===== src/rtl/draw_text_box.sv =====
// rtl/draw_text_box.sv - text-box glyph overlay on a VGA pixel stream, 4-cycle pipeline
module draw_text_box #(
    parameter logic [10:0] XPOS  = 11'd0,
    parameter logic [10:0] YPOS  = 11'd0,
    parameter int          COLS  = 16,
    parameter int          ROWS  = 16,
    parameter logic [11:0] COLOR = 12'hFFF
) (
    input  logic        clk,
    input  logic        rst,
    input  logic        en,
    input  logic [10:0] hcount_in,
    input  logic [10:0] vcount_in,
    input  logic        hsync_in,
    input  logic        vsync_in,
    input  logic        hblnk_in,
    input  logic        vblnk_in,
    input  logic [11:0] rgb_in,
    input  logic [7:0]  char_pixels,
    output logic [7:0]  char_xy,
    output logic [3:0]  char_line,
    output logic [10:0] hcount_out,
    output logic [10:0] vcount_out,
    output logic        hsync_out,
    output logic        vsync_out,
    output logic        hblnk_out,
    output logic        vblnk_out,
    output logic [11:0] rgb_out
);

    localparam logic [10:0] BOX_W = 11'(8 * COLS);
    localparam logic [10:0] BOX_H = 11'(16 * ROWS);

    // Everything that must travel alongside a pixel until it is composited.
    typedef struct packed {
        logic [10:0] hcount;
        logic [10:0] vcount;
        logic        hsync;
        logic        vsync;
        logic        hblnk;
        logic        vblnk;
        logic [11:0] rgb;
        logic        flag;
        logic [2:0]  dx;
    } pix_t;

    logic [11:0] dx_ext;
    logic [11:0] dy_ext;
    logic        in_box;
    pix_t        s0;
    pix_t        d1;
    pix_t        d2;
    pix_t        d3;

    // Offsets are taken one bit wider so the borrow bit rejects pixels left of / above the box.
    always_comb begin
        dx_ext = {1'b0, hcount_in} - {1'b0, XPOS};
        dy_ext = {1'b0, vcount_in} - {1'b0, YPOS};
        in_box = !dx_ext[11] && (dx_ext[10:0] < BOX_W) &&
                 !dy_ext[11] && (dy_ext[10:0] < BOX_H);
        s0.hcount = hcount_in;
        s0.vcount = vcount_in;
        s0.hsync  = hsync_in;
        s0.vsync  = vsync_in;
        s0.hblnk  = hblnk_in;
        s0.vblnk  = vblnk_in;
        s0.rgb    = rgb_in;
        s0.flag   = in_box & en;
        s0.dx     = dx_ext[2:0];
    end

    // Stage 1: cell address and glyph row go out to the character buffer and font ROM.
    always_ff @(posedge clk) begin
        if (rst) begin
            char_xy   <= 8'h00;
            char_line <= 4'h0;
        end else if (in_box) begin
            char_xy   <= {dy_ext[7:4], dx_ext[6:3]};
            char_line <= dy_ext[3:0];
        end else begin
            char_xy   <= 8'h00;
            char_line <= 4'h0;
        end
    end

    // Stages 1-3: carry the pixel through the same latency as the external lookup.
    always_ff @(posedge clk) begin
        if (rst) begin
            d1 <= '0;
            d2 <= '0;
            d3 <= '0;
        end else begin
            d1 <= s0;
            d2 <= d1;
            d3 <= d2;
        end
    end

    // Stage 4: composite the glyph bit that arrived from the ROM this cycle; blanking forces black.
    always_ff @(posedge clk) begin
        if (rst) begin
            hcount_out <= 11'd0;
            vcount_out <= 11'd0;
            hsync_out  <= 1'b0;
            vsync_out  <= 1'b0;
            hblnk_out  <= 1'b0;
            vblnk_out  <= 1'b0;
            rgb_out    <= 12'h000;
        end else begin
            hcount_out <= d3.hcount;
            vcount_out <= d3.vcount;
            hsync_out  <= d3.hsync;
            vsync_out  <= d3.vsync;
            hblnk_out  <= d3.hblnk;
            vblnk_out  <= d3.vblnk;
            if (d3.hblnk || d3.vblnk)
                rgb_out <= 12'h000;
            else if (d3.flag && char_pixels[3'd7 - d3.dx])
                rgb_out <= COLOR;
            else
                rgb_out <= d3.rgb;
        end
    end

endmodule


===== config.mk =====
export PLATFORM = sky130hd
export DESIGN_NAME = draw_text_box
export DESIGN_NICKNAME = d
export VERILOG_FILES = /design/src/rtl/draw_text_box.sv
export SDC_FILE = /design/constraint.sdc
export NUM_CORES = 1
export LEC_CHECK = 0
export BUFFER_PORTS_ARGS = -buffer_cell sky130_fd_sc_hd__buf_2
export CAP_MARGIN = 20
export CORE_ASPECT_RATIO = 0.8
export CORE_UTILIZATION = 51
export DETAILED_ROUTE_END_ITERATION = 10
export PLACE_DENSITY = 0.79
export SLEW_MARGIN = 20
export SYNTH_ARGS = -nofsm -noshare
export SYNTH_HDL_FRONTEND = slang
export SYNTH_SLANG_ARGS = --single-unit
export TNS_END_PERCENT = 5

===== constraint.sdc =====
create_clock -name clk -period 1.9 [get_ports clk]
set_input_delay 0.095 -clock clk [delete_from_list [all_inputs] [get_ports clk]]
set_output_delay 0.095 -clock clk [all_outputs]
set_load 0.02 [all_outputs]

==> reports/metrics.cfg <==
[power_and_ir_drop]
internal_power_uw=6170
power.switching_uw=1420
power_switching_share_pct=18.7
p_comb_share_pct=4.2
clockPowerShare_pct=47.9
power_uw=7600
power-per-cell-area_nw_per_um2=1190
p_leak_uw=0.00275
max-vdd-ir-drop_mv=0.936
pwr-share-seq_pct=47.9

[logic_synthesis]
yosys_warnings=0
postSynthCellCount=402
ys_seq_area_share_pct=69.9
synth_seq_cells=167
synthesis.area_um2=4780
synth_ff_type=dfxtp_1
yosys.area.top_type_share_pct=69.9
total_nets_after_synthesis=451
synth-edff-count=0
synth.avg_cell_area_um2=11.9
yosys-top-cells-count=dfxtp_1 (167), nor2b_1 (142), and2_1 (13), clkbuf_1 (13), inv_1 (13)
yosysUniqueCellTypes=22
cell_with_the_most_instances_after_synthesis=dfxtp_1
synth.top_cells.by_area=dfxtp_1 (70%), nor2b_1 (19%), a21oi_2 (1.8%)
synth_largest_area_cell=dfxtp_1
postSynth.asyncResetShare_pct=0

[die]
effective_utilization_at_floorplan_pct=52.7
die_height_um=88.6
die_area_um2=9780
floorplan.rows=31
fp.coreArea_um2=9080
floorplan.die.width_um=110
io_pins=99

[worst_setup_path]
setup.reg_to_reg.worst_slack_ns=0.41
critPathSlowestCell=dlygate4sd3_1
r2r_end=rgb_out[8]$_SDFF_PP0_
setup.worst_path.start_class=primary input
cp.required_ns=2.25
worst_ep_arrival_time_ns=1.94
max_stage_delay_ns=0.56
critPathCaptureType=flip-flop
critical_path.startpoint=hcount_in[9]
worstPathMaxFanout=13
r2r.worst_path.cells=3
critical_path_class=primary input to flip-flop
reg_to_reg_start=d3[31]$_SDFF_PP0_
cp_cell_sequence=dlygate4sd3_1 -> buf_2 -> or4_1 -> nor2_2 -> and2_1

[cts]
clk_latency_ns=0.41
post_cts_buffers=0
htreeDepth=4
postCtsResizedCells=0
clock_path_buffers=2
tritoncts.num_buffers=17
tritoncts=built
clkSlewWorstSetupHoldPaths_ns=0.06
clock-root-buffer=clkbuf_16
clock-sinks=167

[final_layout]
insertedDiodeCount=0
drive_above_1_share_pct=26.0
nNetsFinal=591
area.growth.synth_to_final_pct=33.5
finish.cell_count_without_fillers=669
fillCellCount=664
fin_util_pct=70.4
multi_input_comb_area_um2=1290
seqCellArea_um2=3340

[drt]
detail_route.first_pass.iterations=4
ant_nets=0
routed_wirelength_um=8030
drc=0
post_drt_wl_per_cell_um=12.0
detailroute.via_count=2929
vias_per_cell=4.38
dr.first_iter.drc_count=101

[place]
numPlacedInstances=599
place.port_buffers=98
final_wtd_congestion=0.803
post_dp_hpwl_um=4850

[timing]
period_share_pct=83.7
finalHoldViolCount=0
finClkSkew_ns=0.00611
worst_pin_slew_ns=0.626
setup_viol=0
final-max-slew-violation-count=0
slew_headroom_pct=58.3
rsz0062_at_grt=no
fmax_ghz=0.629
timing.setup.tns_ns=0
fin_crit_ns=1.59

[global_routing]
first_pass_grt_wire_length_um=12800
initial_antenna_violation_count=0
globalRouteTotalUtil_pct=18.0
grt_pass1_vias=2846
grt_remaining_overflow=0
grt_max_degree=69

[hold_path]
number_of_cells_on_the_worst_hold_path=2
timing.hold.worst_endpoint=d1[14]$_SDFF_PP0_
worstHoldPathType=primary input to flip-flop
min_from=rst

[run_status]
run_status=finished clean

[job]
maxCapViolations=0

## worst max-delay path: cells and delay by family
| family | cells | cell delay, ns |
|---|---|---|
| AND/OR/NAND/NOR | 3 | 1.15 |
| buffers and inverters | 2 | 0.70 |
## worst max path at each step
| stage | cells past startpoint | end |
|---|---|---|
| after detailed placement | 3 | rgb_out[8]$_SDFF_PP0_ |
| after global routing | 5 | char_line[3]$_SDFF_PP0_ |
| after global placement | 3 | rgb_out[0]$_SDFF_PP0_ |
| after CTS | 5 | char_line[2]$_SDFF_PP0_ |
| final | 5 | char_line[3]$_SDFF_PP0_ |
| after floorplan | 4 | rgb_out[10]$_SDFF_PP0_ |
## metal layers
metal  track usage [%]  wire [um]  vias to the layer above
met5                 0          0                        -
met4              8.85        173                        0
met3              7.66        477                       20
met2              31.4       4020                       79
met1              18.7       3360                     1321
li1                  -          -                     1509
## state kept, by name (all words and copies together) (netlist names), 4 cells and up
signal      count
d2             39
hcount_out     11
rgb_out        12
vcount_out     11
d1             39
char_xy         8
char_line       4
d3             39
## cell type report
cell class | instances | area share, %
clock inverters | 9 | 2.70
well taps | 115 | 2.25
multi-input cells | 201 | 20.3
inverters | 13 | 0.764
clock buffers | 22 | 7.27
flip-flops and latches | 167 | 52.3
repair buffers | 142 | 14.4
## layout by cell type, fill, tap and decap left out
cell / netlist / layout
nor2_2: 1 / 1
clkbuf_8: 0 / 2
inv_1: 13 / 13
dlygate4sd3_1: 0 / 39
mux2i_1: 2 / 2
nor2b_2: 1 / 1
mux4_2: 1 / 1
a21oi_1: 2 / 2
nand2b_1: 12 / 12
clkinv_2: 0 / 3
and2_1: 13 / 13
bufinv_16: 0 / 5
buf_2: 1 / 97
or4_1: 2 / 2
clkbuf_16: 0 / 17
a221o_1: 1 / 1
clkbuf_1: 13 / 3
dfxtp_1: 167 / 167
nor2_1: 1 / 1
o21ai_1: 11 / 11
a21oi_2: 10 / 10
nor3_1: 1 / 1
o21ai_0: 1 / 1
buf_4: 1 / 6
clkinvlp_4: 0 / 1
nor2b_1: 142 / 142
## logic make-up after synthesis
| group | synth area share (%) |
|---|---|
| muxes | 0.889 |
| AOI/OAI and AO/OA | 3.50 |
| buffers and inverters | 3.09 |
| and+or+nand+nor | 22.6 |
| DFF | 69.9 |
## power groups by stage
stage                     clock (uW)  combinational, uW  sequential (uW)
after floorplan                    0                149             3720
after global placement             0                250             3710
after detailed placement           0                258             3710
after CTS                       3710                320             3640
after global routing            3870                354             3650
final                           3640                320             3640
## what timing repair did
action | in CTS | in global routing
endpoints found under the setup margin | 0 | 0
hold buffers | 39 | 0
hold endpoints to repair | 51 | 0
## stage by stage
step / area [um2] / setup WS [ns] / hold WS [ns]
2_1_floorplan: 4780 / 0.505 / 0.217
3_3_place_gp: 5360 / 0.474 / 0.304
3_5_place_dp: 5360 / 0.406 / 0.310
4_1_cts: 6390 / 0.348 / 0.0361
5_1_grt: 6390 / 0.256 / 0.0436
6_report: 6390 / 0.310 / 0.0490
(Power assumes the default switching activity.)
